==> config.mk <==
export PLATFORM = sky130hd
export DESIGN_NAME = l1_writeback_engine_flat
export DESIGN_NICKNAME = d
export VERILOG_FILES = /design/src/rtl/l1_writeback_engine_if.sv /design/src/rtl/l1_writeback_engine.sv /design/src/flat_wrapper.sv
export SDC_FILE = /design/constraint.sdc
export NUM_CORES = 1
export LEC_CHECK = 0
export ABC_AREA = 1
export ABC_CLOCK_PERIOD_IN_PS = 1460
export BUFFER_PORTS_ARGS = -buffer_cell sky130_fd_sc_hd__clkbuf_2
export CORE_MARGIN = 2
export CORE_UTILIZATION = 41
export CTS_BUF_LIST = sky130_fd_sc_hd__clkbuf_2
export CTS_CLUSTER_SIZE = 28
export DETAILED_ROUTE_END_ITERATION = 16
export PLACE_DENSITY = 0.93
export SLEW_MARGIN = 20
export SYNTH_ARGS = -nofsm -noshare
export SYNTH_HDL_FRONTEND = slang
export SYNTH_SLANG_ARGS = --single-unit
==> constraint.sdc <==
create_clock -name clk -period 1.46 [get_ports clk]
set_input_delay 0.292 -clock clk [delete_from_list [all_inputs] [get_ports clk]]
set_output_delay 0.292 -clock clk [all_outputs]
set_load 0.01 [all_outputs]
==> src/rtl/l1_writeback_engine_if.sv <==
`default_nettype none
// ============================================================================
// Module   : l1_writeback_engine_if
// Desc     : Bundles the cache-controller request, data-array read port and
//            memory write channel of the L1 writeback engine. The master
//            modport is the engine side, the slave modport its environment.
// Revision : 1.0 - initial release
// ============================================================================
interface l1_writeback_engine_if #(
  parameter int NUM_SETS   = 64,
  parameter int NUM_WAYS   = 4,
  parameter int LINE_BYTES = 16
);
  localparam int WORDS         = LINE_BYTES / 4;
  localparam int INDEX_BITS    = $clog2(NUM_SETS);
  localparam int WAY_BITS      = (NUM_WAYS > 1) ? $clog2(NUM_WAYS) : 1;
  localparam int WORD_SEL_BITS = (LINE_BYTES > 4) ? $clog2(WORDS) : 1;
  localparam int OFFSET_BITS   = $clog2(LINE_BYTES);
  localparam int TAG_BITS      = 32 - INDEX_BITS - OFFSET_BITS;

  // Controller request
  logic                     wb_req_valid;
  logic                     wb_req_ready;
  logic [INDEX_BITS-1:0]    wb_req_index;
  logic [WAY_BITS-1:0]      wb_req_way;
  logic [TAG_BITS-1:0]      wb_req_tag;
  // Data array read port
  logic [INDEX_BITS-1:0]    da_index;
  logic [WAY_BITS-1:0]      da_way;
  logic [WORD_SEL_BITS-1:0] da_word_sel;
  logic [31:0]              da_rdata;
  // Memory write channel
  logic                     mem_req_valid;
  logic                     mem_req_ready;
  logic [31:0]              mem_req_addr;
  logic                     mem_wvalid;
  logic                     mem_wready;
  logic [31:0]              mem_wdata;
  logic                     mem_wlast;
  logic                     mem_ack;
  // Status
  logic                     wb_done;
  logic                     wb_error;
  logic                     busy;

  modport master (
    input  wb_req_valid, wb_req_index, wb_req_way, wb_req_tag,
    input  da_rdata, mem_req_ready, mem_wready, mem_ack,
    output wb_req_ready, da_index, da_way, da_word_sel,
    output mem_req_valid, mem_req_addr, mem_wvalid, mem_wdata, mem_wlast,
    output wb_done, wb_error, busy
  );

  modport slave (
    output wb_req_valid, wb_req_index, wb_req_way, wb_req_tag,
    output da_rdata, mem_req_ready, mem_wready, mem_ack,
    input  wb_req_ready, da_index, da_way, da_word_sel,
    input  mem_req_valid, mem_req_addr, mem_wvalid, mem_wdata, mem_wlast,
    input  wb_done, wb_error, busy
  );
endinterface
`default_nettype wire

==> src/rtl/l1_writeback_engine.sv <==
`default_nettype none
// ============================================================================
// Module   : l1_writeback_engine
// Desc     : Drains one dirty victim line to the next memory level: latches
//            set/way/tag, issues a line-aligned address phase, streams the
//            line word-by-word from the data array, then waits for mem_ack
//            and pulses wb_done.
// Options  : L1_WB_ACK_TIMEOUT_EN - abandon WAIT_ACK after ACK_TIMEOUT cycles
//            and pulse wb_error instead of wb_done.
// Revision : 1.0 - initial release
// ============================================================================
module l1_writeback_engine #(
  parameter int NUM_SETS    = 64,
  parameter int NUM_WAYS    = 4,
  parameter int LINE_BYTES  = 16,
  parameter int ACK_TIMEOUT = 256
) (
  input wire                    clk,
  input wire                    rst_n,
  l1_writeback_engine_if.master bus
);
  localparam int WORDS         = LINE_BYTES / 4;
  localparam int INDEX_BITS    = $clog2(NUM_SETS);
  localparam int WAY_BITS      = (NUM_WAYS > 1) ? $clog2(NUM_WAYS) : 1;
  localparam int WORD_SEL_BITS = (LINE_BYTES > 4) ? $clog2(WORDS) : 1;
  localparam int OFFSET_BITS   = $clog2(LINE_BYTES);
  localparam int TAG_BITS      = 32 - INDEX_BITS - OFFSET_BITS;
  localparam logic [WORD_SEL_BITS-1:0] LAST_WORD = WORD_SEL_BITS'(WORDS - 1);

  typedef enum logic [1:0] {
    S_IDLE     = 2'd0,
    S_ADDR     = 2'd1,
    S_DATA     = 2'd2,
    S_WAIT_ACK = 2'd3
  } state_e;

  state_e                   state_q, state_d;
  logic [WORD_SEL_BITS-1:0] cnt_q, cnt_d;
  logic [INDEX_BITS-1:0]    idx_q, idx_d;
  logic [WAY_BITS-1:0]      way_q, way_d;
  logic [TAG_BITS-1:0]      tag_q, tag_d;
  logic                     done_q, done_d;
  logic                     last_beat;

  // Reject configurations the word/offset arithmetic cannot represent
  if (ACK_TIMEOUT < 1 || LINE_BYTES < 4 || (LINE_BYTES % 4) != 0) begin : g_param_check
    $error("l1_writeback_engine: unsupported LINE_BYTES/ACK_TIMEOUT");
  end

`ifdef L1_WB_ACK_TIMEOUT_EN
  localparam int TMO_BITS = $clog2(ACK_TIMEOUT + 1);
  localparam logic [TMO_BITS-1:0] TMO_LAST = TMO_BITS'(ACK_TIMEOUT - 1);
  logic [TMO_BITS-1:0] timer_q, timer_d;
  logic                error_q, error_d;
`endif

  assign last_beat = (state_q == S_DATA) && (cnt_q == LAST_WORD);

  // Next-state and datapath update for the drain sequence
  always_comb begin
    state_d = state_q;
    cnt_d   = cnt_q;
    idx_d   = idx_q;
    way_d   = way_q;
    tag_d   = tag_q;
    done_d  = 1'b0;
`ifdef L1_WB_ACK_TIMEOUT_EN
    timer_d = timer_q;
    error_d = 1'b0;
`endif
    case (state_q)
      S_IDLE: begin
        if (bus.wb_req_valid) begin
          idx_d   = bus.wb_req_index;
          way_d   = bus.wb_req_way;
          tag_d   = bus.wb_req_tag;
          state_d = S_ADDR;
        end
      end
      S_ADDR: begin
        if (bus.mem_req_ready) begin
          cnt_d   = '0;
          state_d = S_DATA;
        end
      end
      S_DATA: begin
        if (bus.mem_wready) begin
          // Counter holds on the last beat so it never wraps
          if (last_beat) begin
            state_d = S_WAIT_ACK;
`ifdef L1_WB_ACK_TIMEOUT_EN
            timer_d = '0;
`endif
          end else begin
            cnt_d = cnt_q + 1'b1;
          end
        end
      end
      S_WAIT_ACK: begin
        // An ack on the expiry cycle wins over the timeout
        if (bus.mem_ack) begin
          done_d  = 1'b1;
          state_d = S_IDLE;
        end
`ifdef L1_WB_ACK_TIMEOUT_EN
        else if (timer_q == TMO_LAST) begin
          error_d = 1'b1;
          state_d = S_IDLE;
        end else begin
          timer_d = timer_q + 1'b1;
        end
`endif
      end
      default: state_d = S_IDLE;
    endcase
  end

  // State and registered outputs, cleared asynchronously so a mid-burst reset aborts at once
  always_ff @(posedge clk or negedge rst_n) begin
    if (!rst_n) begin
      state_q <= S_IDLE;
      cnt_q   <= '0;
      idx_q   <= '0;
      way_q   <= '0;
      tag_q   <= '0;
      done_q  <= 1'b0;
`ifdef L1_WB_ACK_TIMEOUT_EN
      timer_q <= '0;
      error_q <= 1'b0;
`endif
    end else begin
      state_q <= state_d;
      cnt_q   <= cnt_d;
      idx_q   <= idx_d;
      way_q   <= way_d;
      tag_q   <= tag_d;
      done_q  <= done_d;
`ifdef L1_WB_ACK_TIMEOUT_EN
      timer_q <= timer_d;
      error_q <= error_d;
`endif
    end
  end

  assign bus.wb_req_ready  = (state_q == S_IDLE);
  assign bus.busy          = (state_q != S_IDLE);
  assign bus.mem_req_valid = (state_q == S_ADDR);
  assign bus.mem_wvalid    = (state_q == S_DATA);
  assign bus.mem_wlast     = last_beat;
  assign bus.mem_req_addr  = {tag_q, idx_q, {OFFSET_BITS{1'b0}}};
  assign bus.da_index      = idx_q;
  assign bus.da_way        = way_q;
  assign bus.da_word_sel   = cnt_q;
  assign bus.mem_wdata     = bus.da_rdata;
  assign bus.wb_done       = done_q;
`ifdef L1_WB_ACK_TIMEOUT_EN
  assign bus.wb_error      = error_q;
`else
  assign bus.wb_error      = 1'b0;
`endif

endmodule
`default_nettype wire
==> src/flat_wrapper.sv <==
// flat-port wrapper written by rule: the top's interface ports become plain ports
module l1_writeback_engine_flat 
#(
  parameter int NUM_SETS    = 64,
  parameter int NUM_WAYS    = 4,
  parameter int LINE_BYTES  = 16,
  parameter int ACK_TIMEOUT = 256
)
  (clk, rst_n, bus_wb_req_valid, bus_wb_req_index, bus_wb_req_way, bus_wb_req_tag, bus_da_rdata, bus_mem_req_ready, bus_mem_wready, bus_mem_ack, bus_wb_req_ready, bus_da_index, bus_da_way, bus_da_word_sel, bus_mem_req_valid, bus_mem_req_addr, bus_mem_wvalid, bus_mem_wdata, bus_mem_wlast, bus_wb_done, bus_wb_error, bus_busy);
  l1_writeback_engine_if #(.NUM_SETS(NUM_SETS), .NUM_WAYS(NUM_WAYS), .LINE_BYTES(LINE_BYTES)) bus_i ();
  input wire clk;
  input wire rst_n;
  input wire logic [$bits(bus_i.wb_req_valid)-1:0] bus_wb_req_valid;
  input wire logic [$bits(bus_i.wb_req_index)-1:0] bus_wb_req_index;
  input wire logic [$bits(bus_i.wb_req_way)-1:0] bus_wb_req_way;
  input wire logic [$bits(bus_i.wb_req_tag)-1:0] bus_wb_req_tag;
  input wire logic [$bits(bus_i.da_rdata)-1:0] bus_da_rdata;
  input wire logic [$bits(bus_i.mem_req_ready)-1:0] bus_mem_req_ready;
  input wire logic [$bits(bus_i.mem_wready)-1:0] bus_mem_wready;
  input wire logic [$bits(bus_i.mem_ack)-1:0] bus_mem_ack;
  output wire logic [$bits(bus_i.wb_req_ready)-1:0] bus_wb_req_ready;
  output wire logic [$bits(bus_i.da_index)-1:0] bus_da_index;
  output wire logic [$bits(bus_i.da_way)-1:0] bus_da_way;
  output wire logic [$bits(bus_i.da_word_sel)-1:0] bus_da_word_sel;
  output wire logic [$bits(bus_i.mem_req_valid)-1:0] bus_mem_req_valid;
  output wire logic [$bits(bus_i.mem_req_addr)-1:0] bus_mem_req_addr;
  output wire logic [$bits(bus_i.mem_wvalid)-1:0] bus_mem_wvalid;
  output wire logic [$bits(bus_i.mem_wdata)-1:0] bus_mem_wdata;
  output wire logic [$bits(bus_i.mem_wlast)-1:0] bus_mem_wlast;
  output wire logic [$bits(bus_i.wb_done)-1:0] bus_wb_done;
  output wire logic [$bits(bus_i.wb_error)-1:0] bus_wb_error;
  output wire logic [$bits(bus_i.busy)-1:0] bus_busy;
  assign bus_i.wb_req_valid = bus_wb_req_valid;
  assign bus_i.wb_req_index = bus_wb_req_index;
  assign bus_i.wb_req_way = bus_wb_req_way;
  assign bus_i.wb_req_tag = bus_wb_req_tag;
  assign bus_i.da_rdata = bus_da_rdata;
  assign bus_i.mem_req_ready = bus_mem_req_ready;
  assign bus_i.mem_wready = bus_mem_wready;
  assign bus_i.mem_ack = bus_mem_ack;
  assign bus_wb_req_ready = bus_i.wb_req_ready;
  assign bus_da_index = bus_i.da_index;
  assign bus_da_way = bus_i.da_way;
  assign bus_da_word_sel = bus_i.da_word_sel;
  assign bus_mem_req_valid = bus_i.mem_req_valid;
  assign bus_mem_req_addr = bus_i.mem_req_addr;
  assign bus_mem_wvalid = bus_i.mem_wvalid;
  assign bus_mem_wdata = bus_i.mem_wdata;
  assign bus_mem_wlast = bus_i.mem_wlast;
  assign bus_wb_done = bus_i.wb_done;
  assign bus_wb_error = bus_i.wb_error;
  assign bus_busy = bus_i.busy;
  l1_writeback_engine #(.NUM_SETS(NUM_SETS), .NUM_WAYS(NUM_WAYS), .LINE_BYTES(LINE_BYTES), .ACK_TIMEOUT(ACK_TIMEOUT)) u_core (.clk(clk), .rst_n(rst_n), .bus(bus_i));
endmodule
=== After elaboration in Yosys (flattened, before gate mapping) ===
Index checks and enable logic that the tools add are counted.
W data, S select, Z words.

* Register bits after elaboration: 35
* Bits in latches: 0
* Memory bits (writable): 0
* Memory bits (read-only): 0
* Input bits: 68
* Output and inout bits: 81
* Memories: 0

* Add/subtract/negate cells: 1
* $mul: 0
* Divide/modulo/power cells: 0
* $lt $le $gt $ge: 0
* Equality and inequality tests: 10
* Shift operators: 0
* Multiplexer cells: 12
* Bitwise operators: 0
* Reduce and logical (&&, ||, !) cells: 7

{| class="wikitable"
|+ Operators by type and width
! cell !! number
|-
| $mux W2 || 8
|-
| $ne A2 B2 Y1 const B || 5
|-
| $pmux W2 S4 || 1
|-
| $eq A2 B2 Y1 const B || 3
|-
| $reduce_and A5 Y1 || 1
|-
| $pmux W2 S2 || 1
|-
| $reduce_and A4 Y1 || 1
|-
| $reduce_bool A2 Y1 || 2
|-
| $add A2 B1 Y2 const B || 1
|-
| $eq A2 B1 Y1 const B || 1
|-
| $logic_not A2 Y1 || 1
|-
| $mux W1 || 2
|-
| $ne A2 B1 Y1 const B || 1
|-
| $reduce_and A2 Y1 || 1
|-
| $logic_and A1 B1 Y1 || 1
|}

=== Depth between registers and ports, before layout ===
Gate-level depths: netlist of the first run.

* Depth in word-level cells: 5
* Gate-level depth with buffers: 8
* Mapped depth without buffers: 8

=== Worst setup path before layout of the first run ===
No wires, ideal clock.

* Kind: register to register
* Start: register u_core.state_q[0]
* End: register u_core.idx_q[0], in the netlist u_core.bus.da_index[0]
* Setup time: 0.125 ns
* Arrival time: 1.276 ns
* Data required time: 1.335 ns
* Slack: 0.059 ns
* Cell stages (with the launch flop): 6
* Buffers on the path: 1
* Clock period less this slack: 1.401 ns
* Path through: dfrtp_1 inv_1 ha_1 nand2_2 buf_6 mux2_4

* Word-level cells in the longest chain between the ends: 2

{| class="wikitable"
|+ Ends and longest elaborated chain
! item !! RTL line !! RTL
|-
| from (decl) || l1_writeback_engine.sv:37 || <nowiki>state_e state_q, state_d;</nowiki>
|-
| from (signal assigned) || l1_writeback_engine.sv:132 || <nowiki>state_q <= state_d;</nowiki>
|-
| $logic_not A2 Y1 || n/a ||
|-
| net bus_wb_req_ready || flat_wrapper.sv:21 || <nowiki>output wire logic [$bits(bus_i.wb_req_ready)-1:0] bus_wb_req_ready;</nowiki>
|-
| $reduce_and A2 Y1 (no line) || n/a ||
|-
| to (signal assigned) || l1_writeback_engine.sv:134 || <nowiki>idx_q <= idx_d;</nowiki>
|-
| to (decl) || l1_writeback_engine.sv:39 || <nowiki>logic [INDEX_BITS-1:0] idx_q, idx_d;</nowiki>
|}

The timed path passes the listed nets, and every way through them passes these cells.
A chain may end at the register's enable or synchronous reset.

=== Worst setup path after layout of the first run ===
* Start: register u_core.state_q[0]
* End: output bus_busy

* Word-level cells in the longest chain between the ends: 1

{| class="wikitable"
|+ Ends and longest elaborated chain
! item !! RTL line !! RTL
|-
| $reduce_bool A2 Y1 || l1_writeback_engine.sv:146 || <nowiki>assign bus.busy = (state_q != S_IDLE);</nowiki>
|-
| to (decl) || flat_wrapper.sv:32 || <nowiki>output wire logic [$bits(bus_i.busy)-1:0] bus_busy;</nowiki>
|}

No other way between the ends.

==> impl_metrics.env, run 1 <==
export IMPL_power_switching_w=0.00197
export IMPL_drive_gt1_frac=0.679
export IMPL_design_area_sq_um=2430
export IMPL_area_delta_synth_final_pct=26.1
export IMPL_routed_wl_mm=3.96
export IMPL_grt_pass1_wl_mm=5.73
export IMPL_htreeDepth=2
export IMPL_grt_setup_unrepaired="yes"
export IMPL_reg2reg_setup_slack_ns=-0.09
export IMPL_hpwl_mm=2.61
export IMPL_cts_buffers=5
export IMPL_r2r_start="u_core.state_q[0]$_DFFE_PN0P_"
export IMPL_ys_seq_area_frac=0.455
export IMPL_io_pins=149
export IMPL_total_power_w=0.00545
export IMPL_grt_overflow=0
export IMPL_clkTransAtPathRegs_ns=0.19
export IMPL_core_sq_um=4440
export IMPL_yosysUniqueCellTypes=14
export IMPL_drv_cap=0
export IMPL_ant_nets=0
export IMPL_post_route_util=0.546
export IMPL_seqPwrFrac=0.325
export IMPL_drt_initial_drc_count=26
export IMPL_syn_area_sq_um=1930
export IMPL_fmax_mhz=632
export IMPL_grt_pass1_vias=1218
export IMPL_antenna_found_initial=0
export IMPL_placed_area_sq_um=2090
export IMPL_drv_slew=0
export IMPL_skew_ns=0.0142
export IMPL_portBuffers=79
export IMPL_violations="negative setup slack"
export IMPL_die_area_sq_um=5260
export IMPL_root_buffer="clkbuf_2"
export IMPL_cp_max_fo=4
export IMPL_r2r_cells=7
export IMPL_crit_start="u_core.state_q[0]$_DFFE_PN0P_"
export IMPL_nFillCells=363
export IMPL_die_y_um=72.5
export IMPL_combPwrFrac=0.564
export IMPL_clock_latency_ns=0.36
export IMPL_synth_seq_cells=35
export IMPL_routedWlPerCell_um=14.5
export IMPL_syn_avg_cell_area_sq_um=12.1
export IMPL_grt_busiest_layer="met2"
export IMPL_synth_warnings=0
export IMPL_drc=0
export IMPL_cts_sinks=35
export IMPL_intPower_w=0.00349
export IMPL_end_kind="output port"
export IMPL_gp_congestion=0.729
export IMPL_hold_violations=0
export IMPL_row_count=24
export IMPL_cts_tree="done"
export IMPL_period_needed_ns=1.58
export IMPL_hp_class="in -> reg"
export IMPL_diodes=0
export IMPL_grt_max_degree=36
export IMPL_initial_utilization=0.433
export IMPL_critPathCapture="bus_busy"
export IMPL_status="finished, violations left"
export IMPL_clock_path_buffers=2
export IMPL_cellPowerDensity_nw_per_um2=2250
export IMPL_globalRouteMet2Util=0.247
export IMPL_dieWidth_um=72.5
export IMPL_grt_use_met3=0.0611
export IMPL_setup_viol=35
export IMPL_p_clk_frac=0.111
export IMPL_period_share=1.08
export IMPL_worstPathRequired_ns=1.17
export IMPL_grt_usage=0.145
export IMPL_hold_start="bus_mem_ack"
export IMPL_routed_via_density=4.63
export IMPL_critical_path_class="reg -> out"
export IMPL_worstReg2RegEnd="u_core.tag_q[6]$_DFFE_PN0P_"
export IMPL_start_kind="flip-flop"
export IMPL_use_met1=0.162
export IMPL_peakVddDrop_v=0.000763
export IMPL_leakagePower_nw=1.39
export IMPL_arrival_ns=1.29
export IMPL_p_sw_frac=0.360
export IMPL_first_pass_iters=3
export IMPL_setup_ws_ns=-0.123
export IMPL_nets=293
export IMPL_vias=1265
export IMPL_syn_inst=159
-- repair_timing --
action	CTS	global route
hold endpoints to repair	35	0
hold buffers	1	0
cloned	1	2
setup buffers	5	7
pin swaps	4	7
resized for setup	13	25
endpoints found under the setup margin	29	37
-- layout by cell type (no fill, tap or decap), types with 2 or more instances in the layout --
cell type | synthesis | layout
conb_1 | 1 | 5
o21bai_1 | 2 | 2
nand2_1 | 16 | 12
buf_6 | 3 | 4
inv_2 | 0 | 3
mux2_4 | 30 | 30
nor2_4 | 0 | 2
nand3_1 | 3 | 2
buf_4 | 43 | 10
ha_4 | 0 | 3
clkbuf_2 | 0 | 80
nand2_2 | 1 | 4
dfrtp_1 | 35 | 34
inv_1 | 14 | 10
clkbuf_16 | 0 | 2
-- worst min path at each step --
stage	endpoint	slack, ns	depth (start not counted)
global route	u_core.bus.wb_done$_DFF_PN0_	0.07	3
detailed placement	u_core.bus.da_index[5]$_DFFE_PN0P_	0.36	2
finish	u_core.bus.wb_done$_DFF_PN0_	0.14	3
global placement	u_core.bus.da_index[5]$_DFFE_PN0P_	0.35	2
CTS	u_core.bus.wb_done$_DFF_PN0_	0.08	3
floorplan	u_core.bus.da_index[0]$_DFFE_PN0P_	-0.004	0
-- stage by stage --
stage / setup TNS, ns / cells / setup slack [ns] / hold WS (ns)
2_1_floorplan: 0 / 163 / 0.0588 / -0.00359
3_3_place_gp: 0 / 252 / 0.0679 / 0.349
3_5_place_dp: 0 / 252 / 0.00847 / 0.358
4_1_cts: -1.82 / 267 / -0.158 / 0.0791
5_1_grt: -5.03 / 273 / -0.238 / 0.0714
6_report: -2.56 / 273 / -0.123 / 0.136
-- power by group through the flow --
stage | Sequential, W | Combinational (W) | Clock (W)
4_1_cts | 0.00176 | 0.00269 | 0.000635
3_5_place_dp | 0.00176 | 0.00247 | 0
6_report | 0.00177 | 0.00308 | 0.000606
3_3_place_gp | 0.00175 | 0.00239 | 0
2_1_floorplan | 0.00196 | 0.00161 | 0
5_1_grt | 0.00185 | 0.00331 | 0.000687
-- registers in the layout, indices dropped and copies added, names as in the netlist --
name                    cells
u_core.tag_q               22
u_core.bus.da_index         6
u_core.bus.da_way           2
u_core.bus.da_word_sel      2
u_core.state_q              2
u_core.bus.wb_done          1
-- layer usage --
layer  up-vias  share of wire
met5         -              0
met2        78           0.50
met3        12           0.10
li1        581              -
met4         0          0.012
met1       594           0.38
-- worst max-delay path, stage by stage (launching register included) --
cell	delay [ns]
dfrtp_1	0.42
inv_2	0.10
buf_6	0.11
ha_4	0.14
inv_2	0.05
buf_6	0.11
-- cells in the mapped netlist --
cell type	count	area, sq um
buf_4	43	323
buf_6	3	33.8
conb_1	1	3.75
dfrtp_1	35	876
ha_1	5	62.6
inv_1	14	52.6
mux2_4	30	450
nand2_1	16	60.1
nand2_2	1	6.26
nand3_1	3	15.0
nor2_1	3	11.3
o21ai_0	2	10.0
o21bai_1	2	15.0
or2_0	1	6.26
-- kinds of logic (layout without fill, tap and decap cells) --
| kind of cell | Yosys count | after routing | synth area share |
|---|---|---|---|
| flip-flops | 35 | 35 | 0.455 |
| adder cells (fa/ha/maj) | 5 | 5 | 0.0325 |
| other | 1 | 5 | 0.00195 |
| AND/OR/NAND/NOR | 24 | 24 | 0.0513 |
| multiplexers | 30 | 30 | 0.234 |
| buffers and inverters | 60 | 118 | 0.212 |
| AO/OA/AOI/OAI | 4 | 4 | 0.0130 |
-- final cells by class --
cell class / count / area, sq um / area share
multi-input cells: 68 / 743 / 0.306
well taps: 52 / 65.1 / 0.0268
repair buffers: 96 / 623 / 0.257
flip-flops and latches: 35 / 877 / 0.361
clock buffers: 5 / 25.0 / 0.0103
inverters: 14 / 55.1 / 0.0227
clock inverters: 3 / 38.8 / 0.0160
(Power assumes the default switching activity.)
==> inputs of run 2 (changes only) <==
ABC_CLOCK_PERIOD_IN_PS = 1600   (was 1460)
clock period = 1.6 ns   (was 1.46 ns; I/O delays follow)
==> impl_metrics.env, run 2 (synthesis results as in run 1) <==
export IMPL_setup_ws_ns=-0.0236
export IMPL_combPwrFrac=0.539
export IMPL_row_count=24
export IMPL_intPower_w=0.00300
export IMPL_first_pass_iters=4
export IMPL_cts_sinks=35
export IMPL_setup_tns_ns=-0.0605
export IMPL_routedWlPerCell_um=13.5
export IMPL_status="finished, violations left"
export IMPL_diodes=0
export IMPL_final_cell_mix="clkbuf_2 (82), dfrtp_1 (35), mux2_4 (30), nand2_1 (15), inv_1 (12)"
export IMPL_hpwl_mm=2.55
export IMPL_die_y_um=72.5
export IMPL_drv_slew=0
export IMPL_clkTransAtPathRegs_ns=0.17
export IMPL_nets=290
export IMPL_io_pins=149
export IMPL_dieWidth_um=72.5
export IMPL_critical_path_class="reg -> out"
export IMPL_start_kind="flip-flop"
export IMPL_drv_cap=0
export IMPL_cp_max_fo=3
export IMPL_hp_class="in -> reg"
export IMPL_end_kind="output port"
export IMPL_cts_tree="done"
export IMPL_violations="negative setup slack"
export IMPL_htreeDepth=2
export IMPL_ant_nets=0
export IMPL_hold_slack_ns=0.153
export IMPL_antenna_found_initial=0
export IMPL_largest_reg_flops=22
export IMPL_cellPowerDensity_nw_per_um2=2050
export IMPL_cts_buffers=5
export IMPL_drc=0
export IMPL_nFillCells=406
export IMPL_seqPwrFrac=0.344
export IMPL_grt_overflow=0
export IMPL_hold_violations=0
export IMPL_multi_input_area_sq_um=686
export IMPL_die_area_sq_um=5260
export IMPL_period_needed_ns=1.62
export IMPL_grt_usage=0.136
export IMPL_drive_gt1_frac=0.624
export IMPL_p_clk_frac=0.117
export IMPL_fmax_mhz=616
export IMPL_grt_max_degree=36
export IMPL_p_sw_frac=0.356
export IMPL_worstPathRequired_ns=1.28
export IMPL_vias=1222
export IMPL_peakVddDrop_v=0.000707
export IMPL_grt_setup_unrepaired="yes"
export IMPL_initial_utilization=0.433
export IMPL_power_switching_w=0.00166
export IMPL_area_delta_synth_final_pct=18.3
export IMPL_gp_congestion=0.718
export IMPL_grt_pass1_wl_mm=5.48
export IMPL_grt_pass1_vias=1198
export IMPL_seqCellArea_sq_um=876
export IMPL_routed_via_density=4.53
export IMPL_core_sq_um=4440
export IMPL_layout_cells_most_common="clkbuf_2"
export IMPL_drt_initial_drc_count=52
export IMPL_skew_ns=0.00659
export IMPL_regMostFlops="u_core.tag_q"
export IMPL_period_share=1.01
export IMPL_portBuffers=79
export IMPL_clock_path_buffers=2
export IMPL_setup_viol=4
export IMPL_root_buffer="clkbuf_2"
export IMPL_leakagePower_nw=1.33
export IMPL_clock_latency_ns=0.35
export IMPL_routed_wl_mm=3.66
export IMPL_arrival_ns=1.30
export IMPL_total_power_w=0.00466
==> run 2: layout make-up <==
type | count | share of cell area
sequential | 35 | 0.384
multi-input combinational | 68 | 0.301
timing repair buffer | 93 | 0.235
tap | 52 | 0.0286
inverter | 14 | 0.0231
clock inverter | 3 | 0.0170
clock buffer | 5 | 0.0110
==> run 2: power by group through the flow <==
stage          registers, W  logic (W)  clock network (W)
2_1_floorplan       0.00179    0.00147                  0
3_3_place_gp        0.00160    0.00216                  0
3_5_place_dp        0.00161    0.00224                  0
4_1_cts             0.00160    0.00235           0.000577
5_1_grt             0.00167    0.00271           0.000621
6_report            0.00160    0.00251           0.000546
==> run 2: path summary, 6_finish.rpt <==
| kind | startpoint | depth (start not counted) | slack, ns | endpoint |
|---|---|---|---|---|
| worst max-delay path | u_core.state_q[1]$_DFFE_PN0P_ | 3 | -0.02 | bus_mem_req_valid |
| min in group asynchronous | rst_n | 3 | 0.51 | u_core.bus.da_index[0]$_DFFE_PN0P_ |
| max in group asynchronous | rst_n | 3 | 0.79 | u_core.tag_q[3]$_DFFE_PN0P_ |
| worst min-delay path | bus_mem_ack | 3 | 0.15 | u_core.bus.wb_done$_DFF_PN0_ |
| worst max register to register | u_core.state_q[0]$_DFFE_PN0P_ | 8 | 0.11 | u_core.state_q[0]$_DFFE_PN0P_ |
| worst min register to register | u_core.tag_q[15]$_DFFE_PN0P_ | 1 | 0.53 | u_core.tag_q[15]$_DFFE_PN0P_ |
==> run 2: what timing repair did <==
item | in CTS | in global routing
hold endpoints to repair | 35 | 0
hold buffers | 1 | 0
gates cloned | 0 | 0
pin swaps | 1 | 2
endpoints found under the setup margin | 5 | 5
gates resized for setup | 4 | 10
buffers inserted | 4 | 6
==> run 2: through the flow <==
step,area (sq um),instances,util,worst slack [ns]
2_1_floorplan,1940,163,-,0.199
6_report,2280,270,0.513,-0.0236
5_1_grt,2280,270,0.513,-0.128
3_3_place_gp,2080,251,0.468,0.186
4_1_cts,2200,264,0.495,-0.0635
3_5_place_dp,2080,251,0.468,0.119
==> run 2: worst max-delay path, stage by stage (launching register included) <==
cell	delay [ns]
dfrtp_1	0.43
inv_1	0.15
ha_2	0.24
clkbuf_2	0.14
==> run 2: layer usage <==
metal | GRT usage | routed length, um | vias to the layer above
li1 | - | - | 570
met3 | 0.0597 | 381 | 10
met4 | 0.0412 | 38 | 0
met5 | 0 | 0 | -
met2 | 0.242 | 1810 | 77
met1 | 0.143 | 1420 | 565
==> inputs of run 3 (changes only) <==
BUFFER_PORTS_ARGS = default   (was -buffer_cell sky130_fd_sc_hd__clkbuf_2)
CORE_ASPECT_RATIO = 1.5   (was default)
CORE_UTILIZATION = 45   (was 41)
DONT_BUFFER_PORTS = 1   (was default)
PLACE_DENSITY = 0.68   (was 0.93)
==> impl_metrics.env, run 3 (synthesis results as in run 1) <==
export IMPL_gp_congestion=0.638
export IMPL_routedWlPerCell_um=19.1
export IMPL_setup_viol=0
export IMPL_drv_slew=0
export IMPL_design_area_sq_um=1820
export IMPL_die_area_sq_um=4830
export IMPL_layout_cells_most_common="dfrtp_1"
export IMPL_period_needed_ns=1.54
export IMPL_r2r_cells=8
export IMPL_clkTransAtPathRegs_ns=0.17
export IMPL_p_clk_frac=0.134
export IMPL_end_kind="output port"
export IMPL_skew_ns=0.00315
export IMPL_drc=0
export IMPL_min_path_cells=2
export IMPL_clock_latency_ns=0.34
export IMPL_p_sw_frac=0.372
export IMPL_placed_area_sq_um=1670
export IMPL_intPower_w=0.00251
export IMPL_routed_via_density=5.08
export IMPL_drv_cap=0
export IMPL_grt_pass1_vias=1034
export IMPL_peakVddDrop_v=0.00107
export IMPL_grt_max_degree=36
export IMPL_dp_cells=165
export IMPL_hpwl_mm=2.45
export IMPL_final_cell_mix="dfrtp_1 (35), mux2_4 (30), nand2_1 (15), inv_1 (10)"
export IMPL_root_buffer="clkbuf_2"
export IMPL_die_y_um=84.1
export IMPL_grt_setup_unrepaired="yes"
export IMPL_dieWidth_um=57.4
export IMPL_grt_overflow=0
export IMPL_diodes=0
export IMPL_io_pins=149
export IMPL_period_share=0.964
export IMPL_antenna_found_initial=0
export IMPL_hold_slack_ns=0.0609
export IMPL_routed_wl_mm=3.38
export IMPL_start_kind="flip-flop"
export IMPL_grt_pass1_wl_mm=5.31
export IMPL_area_delta_synth_final_pct=-5.72
export IMPL_worstReg2RegEnd="u_core.bus.da_word_sel[1]$_DFFE_PN0P_"
export IMPL_fmax_mhz=648
export IMPL_first_pass_iters=2
export IMPL_drive_gt1_frac=0.382
export IMPL_htreeDepth=2
export IMPL_core_sq_um=4170
export IMPL_nets=203
export IMPL_initial_utilization=0.461
export IMPL_portBuffers=0
export IMPL_cts_buffers=5
export IMPL_ant_nets=0
export IMPL_setup_tns_ns=0
export IMPL_fin_cells=177
export IMPL_critical_path_class="reg -> out"
export IMPL_power_switching_w=0.00149
export IMPL_cts_sinks=35
export IMPL_hp_class="in -> reg"
export IMPL_combPwrFrac=0.388
export IMPL_post_route_util=0.435
export IMPL_arrival_ns=1.22
export IMPL_drt_initial_drc_count=22
export IMPL_seqPwrFrac=0.478
export IMPL_cts_tree="done"
export IMPL_r2r_start="u_core.state_q[0]$_DFFE_PN0P_"
export IMPL_critPathCapture="bus_mem_wlast"
export IMPL_regMostFlops="u_core.tag_q"
export IMPL_crit_start="u_core.state_q[1]$_DFFE_PN0P_"
export IMPL_row_count=29
export IMPL_worstPathRequired_ns=1.28
export IMPL_vias=899
export IMPL_leakagePower_nw=0.965
export IMPL_cp_max_fo=7
export IMPL_largest_reg_flops=22
export IMPL_reg2reg_setup_slack_ns=0.17
export IMPL_grt_usage=0.144
export IMPL_status="finished clean"
export IMPL_clock_path_buffers=2
export IMPL_hold_violations=0
export IMPL_cellPowerDensity_nw_per_um2=2200
## run 3: cell count changes in the layout (fill, tap and decap cells not counted)
cell / previous run / this run
inv_2: 2 / 3
buf_6: 4 / 2
ha_1: 2 / 3
buf_12: 1 / 2
inv_1: 12 / 10
buf_4: 10 / 1
clkbuf_2: 82 / 5
ha_2: 1 / 0
inv_4: 0 / 1
## run 3: final cells by class
class	count	area (sq um)
fill	382	2360
sequential	35	876
multi-input combinational	68	683
timing repair buffer	6	80.1
tap	46	57.6
inverter	14	55.1
clock inverter	3	38.8
clock buffer	5	25.0
## run 3: per-layer routing
| layer | share of wire | track usage | vias up | wire length [um] |
|---|---|---|---|---|
| met1 | 0.31 | 0.128 | 422 | 1050 |
| met2 | 0.54 | 0.255 | 58 | 1830 |
| li1 | - | - | 393 | - |
| met3 | 0.093 | 0.0434 | 26 | 315 |
| met5 | 0 | 0 | - | 0 |
| met4 | 0.053 | 0.118 | 0 | 180 |
## run 3: critical path, cell delays in order (launching register included)
cell and delay, ns:
dfrtp_1 0.45, buf_6 0.14, ha_4 0.19, nand2_2 0.06, inv_2 0.05
## run 3: repair_timing
| item | 4_1_cts | 5_1_grt |
|---|---|---|
| gates resized for setup | 11 | 1 |
| setup buffers | 2 | 0 |
| hold endpoints to repair | 35 | 0 |
| hold buffers | 2 | 0 |
| cloned | 0 | 0 |
| pin swaps | 0 | 3 |
| setup endpoints to repair | 4 | 3 |
## run 3: metrics by stage
stage / power, W / setup WS, ns
floorplan: 0.00325 / 0.199
global placement: 0.00324 / 0.206
detailed placement: 0.00334 / 0.138
CTS: 0.00403 / -0.00109
global route: 0.00428 / -0.0411
finish: 0.00400 / 0.0572
## run 3: how the worst min path moves through the flow
| stage | start | endpoint | slack, ns |
|---|---|---|---|
| after global routing | bus_mem_ack | u_core.bus.wb_done$_DFF_PN0_ | 0.002 |
| after floorplan | rst_n | u_core.bus.da_index[0]$_DFFE_PN0P_ | 0.02 |
| final | bus_mem_ack | u_core.bus.wb_done$_DFF_PN0_ | 0.06 |
| after CTS | bus_mem_ack | u_core.bus.wb_done$_DFF_PN0_ | 0.01 |
| after global placement | rst_n | u_core.bus.da_index[5]$_DFFE_PN0P_ | 0.03 |
| after detailed placement | rst_n | u_core.bus.da_index[5]$_DFFE_PN0P_ | 0.03 |
## run 3: power groups by stage
stage	Clock (W)	Sequential, W	Combinational [W]
after floorplan	0	0.00179	0.00147
final	0.000537	0.00191	0.00155
after global routing	0.000600	0.00197	0.00171
after global placement	0	0.00193	0.00132
after CTS	0.000568	0.00192	0.00154
after detailed placement	0	0.00194	0.00139
